<file path="config.mk">
export PLATFORM = sky130hd
export DESIGN_NAME = wb_uart_debug_master
export DESIGN_NICKNAME = d
export VERILOG_FILES = /design/src/rtl/wb_uart_debug_master.sv
export SDC_FILE = /design/constraint.sdc
export NUM_CORES = 1
export LEC_CHECK = 0
export BUFFER_PORTS_ARGS = -buffer_cell sky130_fd_sc_hd__buf_2
export CAP_MARGIN = 0
export CORE_MARGIN = 4
export CORE_UTILIZATION = 40
export DETAILED_ROUTE_END_ITERATION = 10
export GPL_TIMING_DRIVEN = 1
export HOLD_SLACK_MARGIN = 0.12
export PLACE_DENSITY = 0.66
export RECOVER_POWER = 50
export SLEW_MARGIN = 20
export SYNTH_ARGS = -nofsm -noshare
export SYNTH_HDL_FRONTEND = slang
export SYNTH_SLANG_ARGS = --single-unit
</file>
<file path="constraint.sdc">
create_clock -name sys_clk -period 2.9 [get_ports sys_clk]
set_input_delay 0.145 -clock sys_clk [delete_from_list [all_inputs] [get_ports sys_clk]]
set_output_delay 0.145 -clock sys_clk [all_outputs]
set_load 0.1 [all_outputs]
</file>
<file path="src/rtl/wb_uart_debug_master.sv">
// wb_uart_debug_master: host-facing UART command port that runs one classic
// single Wishbone transfer per received frame and answers with a status byte
// (plus read data for a successful read).
module wb_uart_debug_master #(
  parameter int CLKS_PER_BIT  = 260,
  parameter int WB_TIMEOUT    = 1024,
  parameter int FRAME_TIMEOUT = 3000000,
  parameter int TAG_WIDTH     = 4
) (
  input  logic                 sys_clk,
  input  logic                 sys_rst_n,
  input  logic                 uart_rx,
  output logic                 uart_tx,
  output logic                 wb_cyc,
  output logic                 wb_stb,
  output logic                 wb_we,
  output logic [TAG_WIDTH-1:0] wb_tag,
  output logic [3:0]           wb_sel,
  output logic [31:0]          wb_adr,
  output logic [31:0]          wb_mosi,
  input  logic [31:0]          wb_miso,
  input  logic                 wb_ack,
  input  logic                 wb_err,
  output logic                 busy
);

  localparam int BIT_W = $clog2(CLKS_PER_BIT + 1);
  localparam int BUS_W = $clog2(WB_TIMEOUT + 1);
  localparam int FRM_W = $clog2(FRAME_TIMEOUT + 1);
  localparam logic [BIT_W-1:0] BIT_LAST = BIT_W'(CLKS_PER_BIT - 1);
  localparam logic [BIT_W-1:0] BIT_HALF = BIT_W'(CLKS_PER_BIT / 2 - 1);
  localparam logic [BUS_W-1:0] BUS_LAST = BUS_W'(WB_TIMEOUT - 1);
  localparam logic [FRM_W-1:0] FRM_LAST = FRM_W'(FRAME_TIMEOUT - 1);
  localparam logic [7:0] CMD_WR  = 8'h57;
  localparam logic [7:0] CMD_RD  = 8'h52;
  localparam logic [7:0] RSP_OK  = 8'h4B;
  localparam logic [7:0] RSP_ERR = 8'h45;

  typedef enum logic [2:0] {
    IDLE      = 3'd0,
    GET_ADR   = 3'd1,
    GET_DAT   = 3'd2,
    BUS       = 3'd3,
    SEND_STAT = 3'd4,
    SEND_DAT  = 3'd5
  } state_t;

  state_t             state_r, state_s;
  logic               rx_meta_r, rx_sync_r, rx_prev_r, rx_busy_r, rx_valid_r;
  logic [BIT_W-1:0]   rx_cnt_r;
  logic [3:0]         rx_idx_r;
  logic [7:0]         rx_byte_r;
  logic               tx_busy_r;
  logic [BIT_W-1:0]   tx_cnt_r;
  logic [3:0]         tx_idx_r;
  logic [9:0]         tx_shift_r;
  logic               tx_last_s, tx_ready_s, tx_load_s;
  logic [7:0]         tx_byte_s;
  logic               write_r, write_s, ok_r, ok_s;
  logic [1:0]         cnt_r, cnt_s;
  logic [31:0]        rdata_r, rdata_s;
  logic [FRM_W-1:0]   frame_cnt_r, frame_cnt_s;
  logic [BUS_W-1:0]   bus_cnt_r, bus_cnt_s;
  logic               cyc_s, stb_s, we_s;
  logic [3:0]         sel_s;
  logic [31:0]        adr_s, mosi_s;

  assign wb_tag     = {TAG_WIDTH{1'b0}};
  assign uart_tx    = tx_shift_r[0];
  // The stop bit's last cycle: a new byte loaded here follows with no idle gap.
  assign tx_last_s  = tx_busy_r && (tx_idx_r == 4'd9) && (tx_cnt_r == BIT_W'(0));
  assign tx_ready_s = !tx_busy_r || tx_last_s;

  // RX: synchronise, detect start edge, sample each bit at its centre, LSB first.
  always_ff @(posedge sys_clk) begin
    if (!sys_rst_n) begin
      rx_meta_r  <= 1'b1;
      rx_sync_r  <= 1'b1;
      rx_prev_r  <= 1'b1;
      rx_busy_r  <= 1'b0;
      rx_valid_r <= 1'b0;
      rx_cnt_r   <= BIT_W'(0);
      rx_idx_r   <= 4'd0;
      rx_byte_r  <= 8'h00;
    end else begin
      rx_meta_r  <= uart_rx;
      rx_sync_r  <= rx_meta_r;
      rx_prev_r  <= rx_sync_r;
      rx_valid_r <= 1'b0;
      if (!rx_busy_r) begin
        if (rx_prev_r && !rx_sync_r) begin
          rx_busy_r <= 1'b1;
          rx_cnt_r  <= BIT_HALF;
          rx_idx_r  <= 4'd0;
        end
      end else if (rx_cnt_r != BIT_W'(0)) begin
        rx_cnt_r <= rx_cnt_r - BIT_W'(1);
      end else begin
        rx_cnt_r <= BIT_LAST;
        rx_idx_r <= rx_idx_r + 4'd1;
        if (rx_idx_r == 4'd0) begin
          // Line back high at mid start bit: a glitch, not a byte.
          if (rx_sync_r) rx_busy_r <= 1'b0;
        end else if (rx_idx_r == 4'd9) begin
          // A low stop bit is a framing error; the byte is silently dropped.
          rx_busy_r  <= 1'b0;
          rx_valid_r <= rx_sync_r;
        end else begin
          rx_byte_r <= {rx_sync_r, rx_byte_r[7:1]};
        end
      end
    end
  end

  // TX: 10-bit shifter (start, data LSB first, stop), each bit held one bit time.
  always_ff @(posedge sys_clk) begin
    if (!sys_rst_n) begin
      tx_shift_r <= 10'h3FF;
      tx_busy_r  <= 1'b0;
      tx_cnt_r   <= BIT_W'(0);
      tx_idx_r   <= 4'd0;
    end else if (tx_load_s) begin
      tx_shift_r <= {1'b1, tx_byte_s, 1'b0};
      tx_busy_r  <= 1'b1;
      tx_cnt_r   <= BIT_LAST;
      tx_idx_r   <= 4'd0;
    end else if (tx_busy_r) begin
      if (tx_cnt_r != BIT_W'(0)) begin
        tx_cnt_r <= tx_cnt_r - BIT_W'(1);
      end else if (tx_idx_r == 4'd9) begin
        tx_busy_r <= 1'b0;
      end else begin
        tx_shift_r <= {1'b1, tx_shift_r[9:1]};
        tx_idx_r   <= tx_idx_r + 4'd1;
        tx_cnt_r   <= BIT_LAST;
      end
    end
  end

  // Control: frame parsing, bus transfer and reply sequencing (next-state logic).
  always_comb begin
    state_s     = state_r;
    write_s     = write_r;
    ok_s        = ok_r;
    cnt_s       = cnt_r;
    rdata_s     = rdata_r;
    frame_cnt_s = frame_cnt_r;
    bus_cnt_s   = bus_cnt_r;
    cyc_s       = wb_cyc;
    stb_s       = wb_stb;
    we_s        = wb_we;
    sel_s       = wb_sel;
    adr_s       = wb_adr;
    mosi_s      = wb_mosi;
    tx_load_s   = 1'b0;
    tx_byte_s   = 8'h00;
    case (state_r)
      IDLE: begin
        cnt_s       = 2'd0;
        frame_cnt_s = FRM_W'(0);
        if (rx_valid_r && ((rx_byte_r == CMD_WR) || (rx_byte_r == CMD_RD))) begin
          state_s = GET_ADR;
          write_s = (rx_byte_r == CMD_WR);
        end else begin
          state_s = IDLE;
        end
      end
      GET_ADR: begin
        if (rx_valid_r) begin
          adr_s       = {wb_adr[23:0], rx_byte_r};
          frame_cnt_s = FRM_W'(0);
          if (cnt_r == 2'd3) begin
            cnt_s = 2'd0;
            if (write_r) begin
              state_s = GET_DAT;
            end else begin
              state_s   = BUS;
              cyc_s     = 1'b1;
              stb_s     = 1'b1;
              we_s      = 1'b0;
              sel_s     = 4'hF;
              bus_cnt_s = BUS_W'(0);
            end
          end else begin
            cnt_s = cnt_r + 2'd1;
          end
        end else if (frame_cnt_r == FRM_LAST) begin
          state_s = IDLE;
        end else begin
          frame_cnt_s = frame_cnt_r + FRM_W'(1);
        end
      end
      GET_DAT: begin
        if (rx_valid_r) begin
          mosi_s      = {wb_mosi[23:0], rx_byte_r};
          frame_cnt_s = FRM_W'(0);
          if (cnt_r == 2'd3) begin
            cnt_s     = 2'd0;
            state_s   = BUS;
            cyc_s     = 1'b1;
            stb_s     = 1'b1;
            we_s      = 1'b1;
            sel_s     = 4'hF;
            bus_cnt_s = BUS_W'(0);
          end else begin
            cnt_s = cnt_r + 2'd1;
          end
        end else if (frame_cnt_r == FRM_LAST) begin
          state_s = IDLE;
        end else begin
          frame_cnt_s = frame_cnt_r + FRM_W'(1);
        end
      end
      BUS: begin
        if (wb_ack || wb_err) begin
          // err wins when both are high.
          cyc_s   = 1'b0;
          stb_s   = 1'b0;
          we_s    = 1'b0;
          sel_s   = 4'h0;
          ok_s    = !wb_err;
          rdata_s = wb_miso;
          state_s = SEND_STAT;
        end else if (bus_cnt_r == BUS_LAST) begin
          cyc_s   = 1'b0;
          stb_s   = 1'b0;
          we_s    = 1'b0;
          sel_s   = 4'h0;
          ok_s    = 1'b0;
          state_s = SEND_STAT;
        end else begin
          bus_cnt_s = bus_cnt_r + BUS_W'(1);
        end
      end
      SEND_STAT: begin
        if (tx_ready_s) begin
          tx_load_s = 1'b1;
          tx_byte_s = ok_r ? RSP_OK : RSP_ERR;
          cnt_s     = 2'd0;
          state_s   = (ok_r && !write_r) ? SEND_DAT : IDLE;
        end else begin
          state_s = SEND_STAT;
        end
      end
      SEND_DAT: begin
        if (tx_ready_s) begin
          tx_load_s = 1'b1;
          tx_byte_s = rdata_r[31:24];
          rdata_s   = {rdata_r[23:0], 8'h00};
          if (cnt_r == 2'd3) begin
            cnt_s   = 2'd0;
            state_s = IDLE;
          end else begin
            cnt_s = cnt_r + 2'd1;
          end
        end else begin
          state_s = SEND_DAT;
        end
      end
      default: begin
        state_s = IDLE;
      end
    endcase
  end

  // Control: state register and registered bus/busy outputs.
  always_ff @(posedge sys_clk) begin
    if (!sys_rst_n) begin
      state_r     <= IDLE;
      write_r     <= 1'b0;
      ok_r        <= 1'b0;
      cnt_r       <= 2'd0;
      rdata_r     <= 32'h0;
      frame_cnt_r <= FRM_W'(0);
      bus_cnt_r   <= BUS_W'(0);
      wb_cyc      <= 1'b0;
      wb_stb      <= 1'b0;
      wb_we       <= 1'b0;
      wb_sel      <= 4'h0;
      wb_adr      <= 32'h0;
      wb_mosi     <= 32'h0;
      busy        <= 1'b0;
    end else begin
      state_r     <= state_s;
      write_r     <= write_s;
      ok_r        <= ok_s;
      cnt_r       <= cnt_s;
      rdata_r     <= rdata_s;
      frame_cnt_r <= frame_cnt_s;
      bus_cnt_r   <= bus_cnt_s;
      wb_cyc      <= cyc_s;
      wb_stb      <= stb_s;
      wb_we       <= we_s;
      wb_sel      <= sel_s;
      wb_adr      <= adr_s;
      wb_mosi     <= mosi_s;
      busy        <= (state_s != IDLE) || tx_load_s || (tx_busy_r && !tx_last_s);
    end
  end

endmodule
</file>
==> results of run 1 <==
-- placed cells by master (no fill, tap or decap), types with 3 or more instances in the layout --
cell type / n
buf_2: 36
nand2_1: 188
dfxtp_1: 188
a21oi_1: 84
xor2_1: 15
ha_1: 11
inv_1: 15
nor4bb_1: 3
dlygate4sd3_1: 34
xnor2_1: 18
nand4_1: 12
nand2b_1: 9
clkbuf_16: 17
o21a_1: 3
a2bb2oi_1: 3
nor4_1: 5
a31oi_1: 10
nand3b_1: 4
a311oi_1: 29
nand3_1: 47
inv_6: 3
buf_4: 13
a22oi_1: 13
o22ai_1: 3
conb_1: 4
bufinv_16: 4
a21o_1: 3
mux2_2: 4
o21ai_0: 24
and3_1: 8
clkbuf_1: 75
a211oi_1: 16
or3_1: 10
mux2i_1: 13
inv_8: 4
nor2b_1: 5
nor3_1: 14
and2_1: 3
nor2_1: 121
-- repair_timing --
action / in CTS / in global routing
hold buffers: 34 / 0
buffers inserted: 0 / 0
endpoints found under the hold margin: 34 / 0
resized for setup: 0 / 0
-- area by class of cell --
class | count | area [µm²]
fillers | 2004 | 9960
multi-input cells | 715 | 3930
flip-flops and latches | 188 | 3760
repair buffers | 161 | 945
clock buffers | 18 | 439
well taps | 265 | 332
clock inverters | 14 | 220
inverters | 16 | 62.6
-- logic make-up after synthesis --
| group | count (synthesis) | synth area share, % |
|---|---|---|
| AOI/OAI and AO/OA | 207 | 16.6 |
| other | 1 | 0.0465 |
| xor gates and xnor gates | 33 | 3.59 |
| DFF | 188 | 46.7 |
| muxes | 17 | 2.17 |
| buffers and inverters | 90 | 4.83 |
| adders and majority gates | 11 | 1.71 |
| and+or+nand+nor | 443 | 24.4 |
-- cell usage after synthesis (all sizes together), types with 3 or more instances --
library cell and instances:
a2bb2oi 3, ha 11, nand3b 4, buf 19, mux2 4, a211oi 16
nand4 12, a31oi 10, o22ai 3, nor2b 6, nor3 14, xor2 15
or3 10, a21o 3, a311oi 29, mux2i 13, o21ai 28, nand2 189
nor4 5, dfxtp 188, inv 16, nand2b 9, nor4bb 3, o21a 3
clkbuf 55, nand3 47, and3 8, nor2 121, a21oi 84, a22oi 13
and2 4, xnor2 18
-- state kept, by name, indices dropped and copies added, names as in the netlist, 9 cells and up --
signal	count
rx_cnt_r	9
frame_cnt_r	22
wb_mosi	32
tx_shift_r	9
wb_adr	32
tx_cnt_r	9
bus_cnt_r	11
rdata_r	32
-- path summary, 6_finish.rpt --
kind	from	to	depth (start not counted)	slack (ns)
worst max-delay path	tx_cnt_r[0]$_SDFFE_PN0P_	rdata_r[1]$_SDFFE_PN0P_	7	0.41
worst min-delay path	sys_rst_n	tx_shift_r[7]$_SDFFE_PN1P_	3	0.17
worst max register to register	tx_cnt_r[0]$_SDFFE_PN0P_	rdata_r[1]$_SDFFE_PN0P_	7	0.41
worst min register to register	rx_meta_r$_SDFF_PN1_	rx_sync_r$_SDFF_PN1_	1	0.42
-- power breakdown --
group,leakage [nW],switching (mW),internal [mW]
logic,1.55,0.137,0.0978
registers,1.52,0.0128,2.59
clock network,0.322,1.09,1.51
total,3.39,1.23,4.20
-- critical path: stages (launching register included) --
cell     delay, ns
dfxtp_1       0.34
inv_1         0.10
ha_1          0.14
or4b_1        0.56
o31ai_4       0.49
a31oi_1       0.42
a22oi_1       0.27
nor2_1        0.06
-- per-layer routing --
layer | vias up | wire length, µm
met5 | - | 0
met4 | 0 | 264
met3 | 22 | 710
met2 | 138 | 9150
met1 | 3278 | 9170
li1 | 3641 | -
==> flow_summary.json, run 1 <==
{
  "clock_insertion_delay_worst_skew_ns": 0.43,
  "maximum_number_of_pins_on_one_net_before_global_route_repair": 88,
  "netlist_top_cells_area": "dfxtp_1 47%, nand2_1 8.8%, nor2_1 5.6%",
  "pre_cts_slack_ns": 0.445,
  "rsz0062_at_grt": "no",
  "yosysTopAreaCellShare_pct": 46.7,
  "endpoint_arrival_time_on_the_critical_path_ns": 2.80,
  "critical_path.endpoint_type": "flip-flop",
  "slew_viol_final": 0,
  "maxClockFrequency_mhz": 401,
  "max_slew_margin_pct": 6.52,
  "antenna_found_initial": 0,
  "final.setup.worst_slack_ns": 0.407,
  "die_height_um": 150,
  "drt-total-wl_um": 19300,
  "synthesis.instances": 990,
  "gr-total-overflow": 0,
  "layout.cells.non_filler": 1377,
  "count_of_boundary_i_o_pins": 114,
  "netlist.top_cell.by_area": "dfxtp_1",
  "final_util_pct": 49.3,
  "drt_drc_violations_left": 0,
  "placement.cell_area_um2": 8800,
  "setup_total_negative_slack_ns": 0,
  "final_min_period_over_clock_period_pct": 86.0,
  "num_antenna_cells": 0,
  "top_usage_layer": "met2",
  "rows": 51,
  "met2_grt_util_pct": 26.6,
  "pwr_density_cell_nw_per_um2": 560,
  "grt_pass1_wl_um": 31700,
  "floorplan.initialDensity_pct": 41.0,
  "timing.critical_path.fanout_max": 9,
  "proportion_of_synthesized_chip_area_in_sequential_cells_pct": 46.7,
  "worst-setup-path-type": "reg -> reg",
  "worst-slew-pin-transition_ns": 1.40,
  "drt_first_pass_iters": 6,
  "synth.distinct_cells": 57,
  "syn_to_final_growth_pct": 20.3,
  "sinks_on_the_clock_net": 188,
  "outcome": "finished clean",
  "final_design_area_no_fill_um2": 9700,
  "buffers_added_on_ports": 109,
  "finClkSkew_ns": 0.0149,
  "grtUsageTotal_pct": 16.9,
  "finalCriticalPeriod_ns": 2.49,
  "ys_ff_latch": 188,
  "global_route.usage.met3_pct": 3.42,
  "drt.antenna.violating_nets": 0,
  "number_of_synthesized_flops_with_an_enable_pin": 0,
  "cts-buffers-inserted": 17,
  "synth.avg_cell_area_um2": 8.14,
  "synth_area_um2": 8060,
  "maxCapViolCount": 0,
  "routed-via-count": 7079,
  "final_net_count": 1147,
  "first_global_vias": 6410,
  "die_width_um": 150,
  "core-area_um2": 19700,
  "detail_route.wl_per_cell_um": 14.0,
  "hold_viol": 0,
  "hold-worst-slack_ns": 0.167,
  "hpwl_um": 12200,
  "worst_ir_drop_vdd_uv": 399,
  "ys_async_sr_fraction_pct": 0,
  "drt_iter0_markers": 467,
  "cts-htree-levels": 4,
  "power.static_leakage_nw": 3.39,
  "cts-root-to-sink-buffers": 2,
  "totalPowerFinal_mw": 5.43,
  "place_inst": 1311,
  "synth_warnings": 0,
  "groute.layer.met1.usage_pct": 23.3,
  "final-setup-viol-count": 0,
  "timing.hold.worst.class": "in -> reg",
  "layout_cell_share_with_drive_strength_beyond_1_pct": 8.81,
  "start_kind": "flip-flop",
  "cp.required_ns": 3.20,
  "tritoncts": "done",
  "cts.clk_slew.worst_paths_ns": 0.07,
  "detail_route.vias_per_cell": 5.14,
  "gp_congestion": 0.795,
  "clock-root-buffer": "clkbuf_16",
  "design.die.area_um2": 22500,
  "ys_dominant_reg_cell": "dfxtp_1"
}
No activity file was read; power rests on OpenSTA's default activity.
==> run 2: changes to the inputs <==
==> constraint.sdc (replaced) <==
create_clock -name sys_clk -period 2.4 [get_ports sys_clk]
set_input_delay 0.12 -clock sys_clk [delete_from_list [all_inputs] [get_ports sys_clk]]
set_output_delay 0.12 -clock sys_clk [all_outputs]
set_load 0.1 [all_outputs]
==> flow_summary.json, run 2 (synthesized netlist as in run 1, its figures left out) <==
{
  "outcome": "finished clean",
  "num_antenna_cells": 0,
  "drt-total-wl_um": 19500,
  "final_cell_mix": "188 x nand2_1, 187 x dfxtp_1, 121 x nor2_1",
  "first_global_vias": 6357,
  "antenna_found_initial": 0,
  "rsz0062_at_grt": "no",
  "final_min_period_over_clock_period_pct": 96.1,
  "grtUsageTotal_pct": 16.9,
  "layout.cells.non_filler": 1394,
  "maxClockFrequency_mhz": 433,
  "core-area_um2": 19700,
  "r2r_path_end": "tx_shift_r[4]$_SDFFE_PN1P_",
  "die_height_um": 150,
  "final_common_cell": "nand2_1",
  "sinks_on_the_clock_net": 188,
  "path_common_cell": "buf_4",
  "final_net_count": 1164,
  "worst_ir_drop_vdd_uv": 462,
  "detail_route.wl_per_cell_um": 14.0,
  "rr_worst_depth": 9,
  "finalCriticalPeriod_ns": 2.31,
  "met2_grt_util_pct": 26.9,
  "endpoint_arrival_time_on_the_critical_path_ns": 2.61,
  "drt_first_pass_iters": 5,
  "syn_to_final_growth_pct": 21.4,
  "buffers_added_on_ports": 109,
  "routed-via-count": 7139,
  "cts-buffers-inserted": 17,
  "finClkSkew_ns": 0.00899,
  "critical_path.max_stage_delay_ns": 0.47,
  "die_width_um": 150,
  "timing.critical_path.to": "tx_shift_r[4]$_SDFFE_PN1P_",
  "worst-slew-pin-transition_ns": 1.24,
  "cp_cell_sequence": "inv_2 -> ha_1 -> or4b_4 -> buf_4 -> o31ai_4 -> nand2_4 -> buf_4 -> a211oi_1 -> o21ai_0",
  "crit-reg2reg-launch": "tx_cnt_r[0]$_SDFFE_PN0P_",
  "slew_viol_final": 0,
  "cts-root-to-sink-buffers": 2,
  "registers_with_the_most_flip_flops": "rdata_r x32, wb_adr x32, wb_mosi x32",
  "maxCapViolCount": 0,
  "timing.hold.worst.class": "in -> reg",
  "totalPowerFinal_mw": 6.25,
  "drt_drc_violations_left": 0,
  "pwr_density_cell_nw_per_um2": 639,
  "global_route.usage.met3_pct": 3.48,
  "hold_viol": 0,
  "clock_insertion_delay_worst_skew_ns": 0.43,
  "timing.critical_path.fanout_max": 5,
  "rows": 51,
  "fillerInstances": 1949,
  "design.die.area_um2": 22500,
  "critPathSlowestCell": "or4b_4",
  "drt_iter0_markers": 510,
  "hpwl_um": 12700,
  "critical_path.endpoint_type": "flip-flop",
  "gr-total-overflow": 0,
  "top_usage_layer": "met2",
  "detail_route.vias_per_cell": 5.12,
  "grt_pass1_wl_um": 31600,
  "start_kind": "flip-flop",
  "tritoncts": "done",
  "worst-setup-path-type": "reg -> reg",
  "floorplan.initialDensity_pct": 41.0,
  "groute.layer.met1.usage_pct": 23.4,
  "place_inst": 1325,
  "power.static_leakage_nw": 3.43,
  "final-setup-viol-count": 0,
  "layout_cell_share_with_drive_strength_beyond_1_pct": 10.5,
  "drt.antenna.violating_nets": 0,
  "final_util_pct": 49.8,
  "maximum_number_of_pins_on_one_net_before_global_route_repair": 88,
  "setup_total_negative_slack_ns": 0,
  "count_of_boundary_i_o_pins": 114,
  "cts-htree-levels": 4,
  "max_slew_margin_pct": 17.5,
  "startpoint": "tx_cnt_r[0]$_SDFFE_PN0P_",
  "clock-root-buffer": "clkbuf_16",
  "cts.clk_slew.worst_paths_ns": 0.07,
  "gp_congestion": 0.825,
  "regToRegSetupSlack_ns": 0.09,
  "cp.required_ns": 2.70
}
-- run 2: what timing repair did --
action                                 in CTS  in global routing
setup endpoints to repair                   0                 36
setup buffers                               0                  2
hold buffers                               35                  0
endpoints found under the hold margin      36                  0
resized for setup                           0                  8
-- run 2: worst min path at each step --
stage	from	end	slack, ns	cells past startpoint
2_1_floorplan	uart_rx	rx_meta_r$_SDFF_PN1_	0.22	1
3_3_place_gp	uart_rx	rx_meta_r$_SDFF_PN1_	0.35	2
3_5_place_dp	uart_rx	rx_meta_r$_SDFF_PN1_	0.34	2
4_1_cts	wb_err	ok_r$_SDFFE_PN0P_	0.12	4
5_1_grt	wb_err	ok_r$_SDFFE_PN0P_	0.15	4
6_report	wb_err	ok_r$_SDFFE_PN0P_	0.13	4
-- run 2: cell type report --
type,instances,area (µm²),area share [%]
multi-input cells,715,3960,40.4
flip-flops and latches,188,3760,38.5
well taps,265,332,3.39
clock inverters,14,163,1.66
inverters,16,62.6,0.639
repair buffers,178,1070,10.9
clock buffers,18,439,4.49
-- run 2: metal layers --
layer  part of all wire (%)  routed length [µm]  up-vias
met5                      0                   0        -
met2                     48                9340      147
met1                     47                9240     3313
met3                    3.9                 768       19
met4                   0.93                 182        0
li1                       -                   -     3660
-- run 2: where the power goes --
group          leakage, nW  internal [mW]  total [mW]  switching [mW]
combinational         1.63          0.129       0.298           0.169
clock                0.281           1.50        2.81            1.31
sequential            1.52           3.13        3.15          0.0170
total                 3.43           4.76        6.25            1.49
-- run 2: worst max-delay path: cells and delay by family, from the launching register on --
| kind | cells | cell delay, ns |
|---|---|---|
| adder cells (fa/ha/maj) | 1 | 0.13 |
| AO/OA/AOI/OAI | 3 | 0.74 |
| AND/OR/NAND/NOR | 2 | 0.59 |
| buffers and inverters | 3 | 0.39 |
| flip-flops | 1 | 0.34 |
-- run 2: metrics by stage --
step	setup slack, ns	hold slack, ns	instance area, µm²
global route	0.00148	0.151	9790
global placement	0.144	0.346	8900
finish	0.0931	0.134	9790
detailed placement	0.0492	0.342	8900
floorplan	0.180	0.221	8070
CTS	0.0122	0.121	9850
